[src/rtl/snake_pkg.sv]
// Shared encodings for the snake body engine.
// Direction one-hots, FSM states, grid size and default head cell.
package snake_pkg;

  localparam int GRID_SIDE = 4;

  localparam logic [3:0] DIR_UP    = 4'b0001;
  localparam logic [3:0] DIR_RIGHT = 4'b0010;
  localparam logic [3:0] DIR_DOWN  = 4'b0100;
  localparam logic [3:0] DIR_LEFT  = 4'b1000;

  localparam logic [3:0] DEF_INIT_HEAD = 4'b0101;

  typedef enum logic [1:0] {
    S_IDLE,
    S_MOVE,
    S_CHECK,
    S_DONE
  } state_t;

endpackage

[src/rtl/snake_next_head.sv]
// Wrapped next cell from head and one-hot direction.
// Ports: head, dir in; next_cell out ({row, col}, mod 4).
module snake_next_head
  import snake_pkg::*;
(
  input  logic [3:0] head,
  input  logic [3:0] dir,
  output logic [3:0] next_cell
);

  logic [1:0] row;
  logic [1:0] col;

  assign row = head[3:2];
  assign col = head[1:0];

  // 2-bit arithmetic gives the wrap-around for free
  always_comb begin
    next_cell = head;
    unique case (1'b1)
      dir[0]:  next_cell = {row - 2'd1, col};
      dir[1]:  next_cell = {row, col + 2'd1};
      dir[2]:  next_cell = {row + 2'd1, col};
      dir[3]:  next_cell = {row, col - 2'd1};
      default: next_cell = head;
    endcase
  end

endmodule

[src/rtl/snake_body_engine.sv]
// Snake body register file, step FSM, self-collision and apple detect.
// Ports: clock/reset, buttons, step/grow/clear, render read, status.
module snake_body_engine
  import snake_pkg::*;
#(
  parameter int         MAX_SIZE  = 16,
  parameter logic [3:0] INIT_HEAD = DEF_INIT_HEAD
) (
  input  logic       clock,
  input  logic       reset,
  input  logic [3:0] buttons,
  input  logic       clear_body,
  input  logic       step,
  input  logic       grow,
  input  logic [3:0] apple_position,
  input  logic [3:0] render_index,
  output logic [3:0] render_position,
  output logic       render_valid,
  output logic [3:0] head_position,
  output logic [4:0] size,
  output logic [3:0] direction,
  output logic       busy,
  output logic       move_done,
  output logic       apple_hit,
  output logic       collision
);

  localparam logic [4:0] MAX_SZ = 5'(MAX_SIZE);

  logic [3:0] body [MAX_SIZE];
  state_t     state;
  logic [4:0] idx;
  logic       grow_q;
  logic [3:0] next_cell;
  logic [3:0] reverse;
  logic       dir_ok;

  snake_next_head u_next (
    .head      (body[0]),
    .dir       (direction),
    .next_cell (next_cell)
  );

  assign head_position   = body[0];
  assign render_position = body[render_index];
  assign render_valid    = ({1'b0, render_index} < size);

  // rotating the one-hot by two swaps up/down and left/right
  assign reverse = {direction[1:0], direction[3:2]};
  assign dir_ok  = $onehot(buttons) &&
                   !((buttons == reverse) && (size > 5'd1));

  always_ff @(posedge clock or negedge reset) begin
    if (!reset) begin
      state     <= S_IDLE;
      size      <= 5'd1;
      direction <= DIR_RIGHT;
      idx       <= 5'd1;
      grow_q    <= 1'b0;
      busy      <= 1'b0;
      move_done <= 1'b0;
      apple_hit <= 1'b0;
      collision <= 1'b0;
      for (int i = 0; i < MAX_SIZE; i++)
        body[i] <= (i == 0) ? INIT_HEAD : 4'd0;
    end else if (clear_body) begin
      state     <= S_IDLE;
      size      <= 5'd1;
      direction <= DIR_RIGHT;
      idx       <= 5'd1;
      grow_q    <= 1'b0;
      busy      <= 1'b0;
      move_done <= 1'b0;
      apple_hit <= 1'b0;
      collision <= 1'b0;
      for (int i = 0; i < MAX_SIZE; i++)
        body[i] <= (i == 0) ? INIT_HEAD : 4'd0;
    end else begin
      if (dir_ok)
        direction <= buttons;
      move_done <= 1'b0;
      unique case (state)
        S_IDLE: begin
          if (step) begin
            grow_q <= grow;
            busy   <= 1'b1;
            state  <= S_MOVE;
          end
        end
        S_MOVE: begin
          for (int i = 1; i < MAX_SIZE; i++)
            body[i] <= body[i-1];
          body[0] <= next_cell;
          if (grow_q && (size < MAX_SZ))
            size <= size + 5'd1;
          apple_hit <= (next_cell == apple_position);
          idx       <= 5'd1;
          state     <= S_CHECK;
        end
        S_CHECK: begin
          if (idx < size) begin
            if (body[idx[3:0]] == body[0])
              collision <= 1'b1;
            idx <= idx + 5'd1;
          end else begin
            move_done <= 1'b1;
            state     <= S_DONE;
          end
        end
        S_DONE: begin
          busy  <= 1'b0;
          state <= S_IDLE;
        end
        default: state <= S_IDLE;
      endcase
    end
  end

endmodule

[config.mk]
export PLATFORM = sky130hd
export DESIGN_NAME = snake_body_engine
export DESIGN_NICKNAME = d
export VERILOG_FILES = /design/src/rtl/snake_pkg.sv /design/src/rtl/snake_next_head.sv /design/src/rtl/snake_body_engine.sv
export SDC_FILE = /design/constraint.sdc
export NUM_CORES = 1
export LEC_CHECK = 0
export ABC_AREA = 1
export BUFFER_PORTS_ARGS = -buffer_cell sky130_fd_sc_hd__buf_2
export CAP_MARGIN = 10
export CORE_UTILIZATION = 45
export DETAILED_ROUTE_END_ITERATION = 16
export GPL_ROUTABILITY_DRIVEN = 0
export PLACE_DENSITY = 0.61
export SYNTH_ARGS = -nofsm -noshare
export SYNTH_HDL_FRONTEND = slang
export SYNTH_SLANG_ARGS = --single-unit
export TNS_END_PERCENT = 50
[constraint.sdc]
create_clock -name clock -period 1.9 [get_ports clock]
set_input_delay 0.095 -clock clock [delete_from_list [all_inputs] [get_ports clock]]
set_output_delay 0.095 -clock clock [all_outputs]
set_load 0.01 [all_outputs]
==> results summary <==
The run finished with clean final reports. Clock skew on the completed layout was measured at 0.00878 ns. Yosys printed 0 warnings. The number of unique standard cell types used by synthesis came out at 35. In this run the tightest slew margin relative to its limit is 0.652. The end of the worst register-to-register path is collision$_DFFE_PN0P_. The gate count after technology mapping is 658. The final-report max-slew violation count is 0.

The commonest cells after synthesis are 118 x sky130_fd_sc_hd__nand2_1, 97 x sky130_fd_sc_hd__inv_1, 80 x sky130_fd_sc_hd__dfrtp_1, 68 x sky130_fd_sc_hd__nand3_1, 59 x sky130_fd_sc_hd__o21ai_0. By startpoint and endpoint, the worst setup path is classified as flop to flop. The average wire length per cell after detail routing came out at 16.5 um. Of the total power, the clock network draws 0.265. The total global routing overflow came out at 0. The die footprint came out at 11700 um2. The largest vdd supply drop is 0.588 mV.

The aggregate global-route resource usage is 0.255. The tightest min-delay check is of the primary input to flop type. TritonCTS built the clock tree. The filler cell count in the final layout is 1088.

The part of the power in combinational logic came out at 0.393. The share of final-layout standard cells stronger than drive strength 1 came out at 0.152. The die span in x is 108 um.

The starting density of the core came out at 0.464. Counting cells, the worst reg-to-reg path comes to 11. For this run, the register share of the synthesized area comes to 0.420. The number of sinks on the clock net is 85.

The number of core rows came out at 38. The worst hold path was traced through 3 stages. The register share of total power is 0.342. Pin placement for this block handled 39 I/O pins. The switching power share of the total came out at 0.394. The remaining design rule violation count is 0. The final total power is 6.23 mW. Counting every net in the synthesized netlist gives 693. The minimum setup slack after placement came out at -0.108 ns. The power per cell area came out at 1070 nW/um2.

The largest fanout on the critical path is 34. The clock-pin slew of the registers on the worst-case setup and hold paths is 0.06 ns. The per-instance average area after synthesis came out at 7.71 um2. The detailed router placed 4787 vias in this run. The post-synth design cell area is 5070 um2. The leakage dissipation is 2.78 nW. The sum of net half-perimeters after detailed placement is 9480 um.

The floorplan core area is 10900 um2. The total number of nets in the final design came out at 735. The number of max-capacitance violations reported is 0. The final routed wirelength across all metal layers came out at 14000 um. The library cell with the highest instance count after synthesis is sky130_fd_sc_hd__nand2_1. The setup slack of the critical path after layout is 0.117 ns.

For this run, asynchronously set or reset flops after synthesis account for 1.00. After routing the design area is 5820 um2. The endpoint required time on the critical path came out at 2.18 ns. The pin slew with the least headroom to its limit is 0.522 ns. The arrival time at the worst endpoint is 2.06 ns.

The number of clock buffers inserted by TritonCTS came out at 9. The portion of the clock cycle consumed by the worst path in the final layout came out at 0.938. The area share of the largest cell type after synthesis came out at 0.395.

The later-pin clock latency in the skew report came out at 0.35 ns. The number of H-tree levels is 3. The summed negative setup slack over all endpoints is 0 ns. In this run the remaining antenna-violating nets after routing total 0. The capture endpoint of the worst hold path is grow_q$_DFFE_PN0P_. The critical path startpoint is idx[0]$_DFFE_PN1P_.

The number of placed instances, taps included, is 827. Among all flip-flop cells after synthesis, the most frequent one is sky130_fd_sc_hd__dfrtp_1. The relative area change from synthesis to final layout is 14.6%. Entering global routing, the biggest net connects 49 pins.

The die boundary height is 108 um. In this run the clock root is driven by a sky130_fd_sc_hd__clkbuf_16. The switching component of the power is 2.45 mW. The minimum period implied by the final worst setup slack is 1.78 ns. The number of global-route vias before repair came out at 4404.

The clock passes through at most 2 buffers. The initial antenna violation count came out at 0. The register bit total from synthesis came out at 85. The post-detailed-placement cell area came out at 5460 um2. The startpoint of the tightest hold check path is grow. The number of synthesized flops with an enable pin came out at 0.

The startpoint type of the worst setup path is a flop. The detailed router finished its first iteration with 332 violations. STA classifies the critical path endpoint as a flop. Of all cell types, the one taking the most synthesized area is sky130_fd_sc_hd__dfrtp_1.

The minimum setup slack among reg-to-reg paths is 0.12 ns. By area the synthesized netlist is led by sky130_fd_sc_hd__dfrtp_1 39%, sky130_fd_sc_hd__nand2_1 8.7%, sky130_fd_sc_hd__inv_1 7.2%. The startpoint identified for the worst register-to-register timing path is idx[0]$_DFFE_PN1P_.

The number of search-and-repair iterations in the first detailed-routing pass came out at 7. The number of antenna diodes came out at 0. Leaving out filler cells and counting taps, the final layout contains 845.

The final count of negative-setup-slack endpoints is 0. The number of failing hold endpoints at the final stage came out at 0. The vias per cell came out at 5.67.

The highest achievable clock rate came out at 561 MHz. The count of buffers inserted at the top-level ports is 38. The first-pass GRT wire length is 22700 um. The cell-internal power came out at 3.78 mW.
stage by stage:
stage / hold WS [ns] / util
3_3_place_gp: 0.106 / 0.500
6_report: 0.0105 / 0.532
2_1_floorplan: -0.201 / -
3_5_place_dp: 0.112 / 0.500
5_1_grt: 0.0242 / 0.532
4_1_cts: 0.0105 / 0.525
cell type report:
class,count,area [um2],area share
well taps,140,175,0.0301
multi-input cells,432,2370,0.408
repair buffers,71,484,0.0833
flip-flops and latches,85,2130,0.367
inverters,101,382,0.0656
clock inverters,2,12.5,0.00215
clock buffers,14,254,0.0437
timing repair:
action / CTS / global route
endpoints found under the hold margin: 35 / 0
gates resized for setup: 0 / 17
endpoints found under the setup margin: 0 / 6
buffers inserted: 0 / 1
hold buffers: 1 / 0
power by group through the flow:
stage          sequential (mW)  combinational (mW)  clock [mW]
2_1_floorplan             2.13                1.73           0
3_3_place_gp              2.15                2.29           0
3_5_place_dp              2.16                2.33           0
4_1_cts                   2.13                2.34        1.67
5_1_grt                   2.15                2.72        1.75
6_report                  2.13                2.45        1.65
critical path, cell delays in order, from the launching register on:
cell                       delay, ns
sky130_fd_sc_hd__dfstp_2        0.63
sky130_fd_sc_hd__buf_12         0.22
sky130_fd_sc_hd__nand2_1        0.08
sky130_fd_sc_hd__o211ai_1       0.08
sky130_fd_sc_hd__nand3_1        0.14
sky130_fd_sc_hd__nand3_1        0.13
sky130_fd_sc_hd__nand2_1        0.06
sky130_fd_sc_hd__nand2_1        0.05
sky130_fd_sc_hd__nand2_1        0.04
sky130_fd_sc_hd__nor2_1         0.08
sky130_fd_sc_hd__nand2_1        0.08
sky130_fd_sc_hd__a21oi_2        0.11
cell families (layout without fill, tap and decap cells):
family                     count (synthesis)  in the layout  synth area share
xor gates and xnor gates                   8              8            0.0138
AOI/OAI and AO/OA                        183            183             0.208
and+or+nand+nor                          223            223             0.187
DFF                                       85             85             0.420
adders and majority gates                 18             18            0.0459
buffers and inverters                    141            188             0.124
placed cells by master, fill, tap and decap left out, types with 5 or more instances in the layout:
master / Yosys / final
sky130_fd_sc_hd__ha_1: 17 / 17
sky130_fd_sc_hd__clkbuf_16: 0 / 9
sky130_fd_sc_hd__a21oi_1: 42 / 42
sky130_fd_sc_hd__buf_2: 12 / 37
sky130_fd_sc_hd__nor3_1: 6 / 5
sky130_fd_sc_hd__nand2_1: 118 / 118
sky130_fd_sc_hd__dfstp_2: 5 / 5
sky130_fd_sc_hd__buf_4: 4 / 29
sky130_fd_sc_hd__nor2_1: 24 / 24
sky130_fd_sc_hd__o221ai_1: 7 / 7
sky130_fd_sc_hd__o21ai_0: 59 / 57
sky130_fd_sc_hd__dfrtp_1: 80 / 80
sky130_fd_sc_hd__nand3_2: 0 / 7
sky130_fd_sc_hd__nand3_1: 68 / 61
sky130_fd_sc_hd__xor2_1: 6 / 6
sky130_fd_sc_hd__o22ai_1: 57 / 57
sky130_fd_sc_hd__inv_1: 97 / 95
sky130_fd_sc_hd__o211ai_1: 10 / 10
per-layer routing:
layer  up-vias  wire, um  track usage  share of wire
li1       2302         -            -              -
met1      2308      6490        0.364           0.46
met2       158      6500        0.389           0.46
met3        19       727       0.0398          0.052
met4         0       258       0.0998          0.018
met5         -         0            0              0
worst max-delay path by stage:
stage	endpoint	slack [ns]
after detailed placement	direction[3]$_DFFE_PN0P_	-0.11
after global routing	collision$_DFFE_PN0P_	-0.03
final	collision$_DFFE_PN0P_	0.12
after global placement	direction[2]$_DFFE_PN0P_	0.01
after CTS	state[1]$_DFFE_PN0P_	0.008
after floorplan	state[0]$_DFFE_PN0P_	0.20
registers in the layout, summed over array words and instances, names as in the netlist:
name,flops
move_done,1
idx,5
body,60
collision,1
state,2
grow_q,1
apple_hit,1
busy,1
head_position,4
direction,4
size,5
Note: power is estimated with default switching activity, not from simulation.
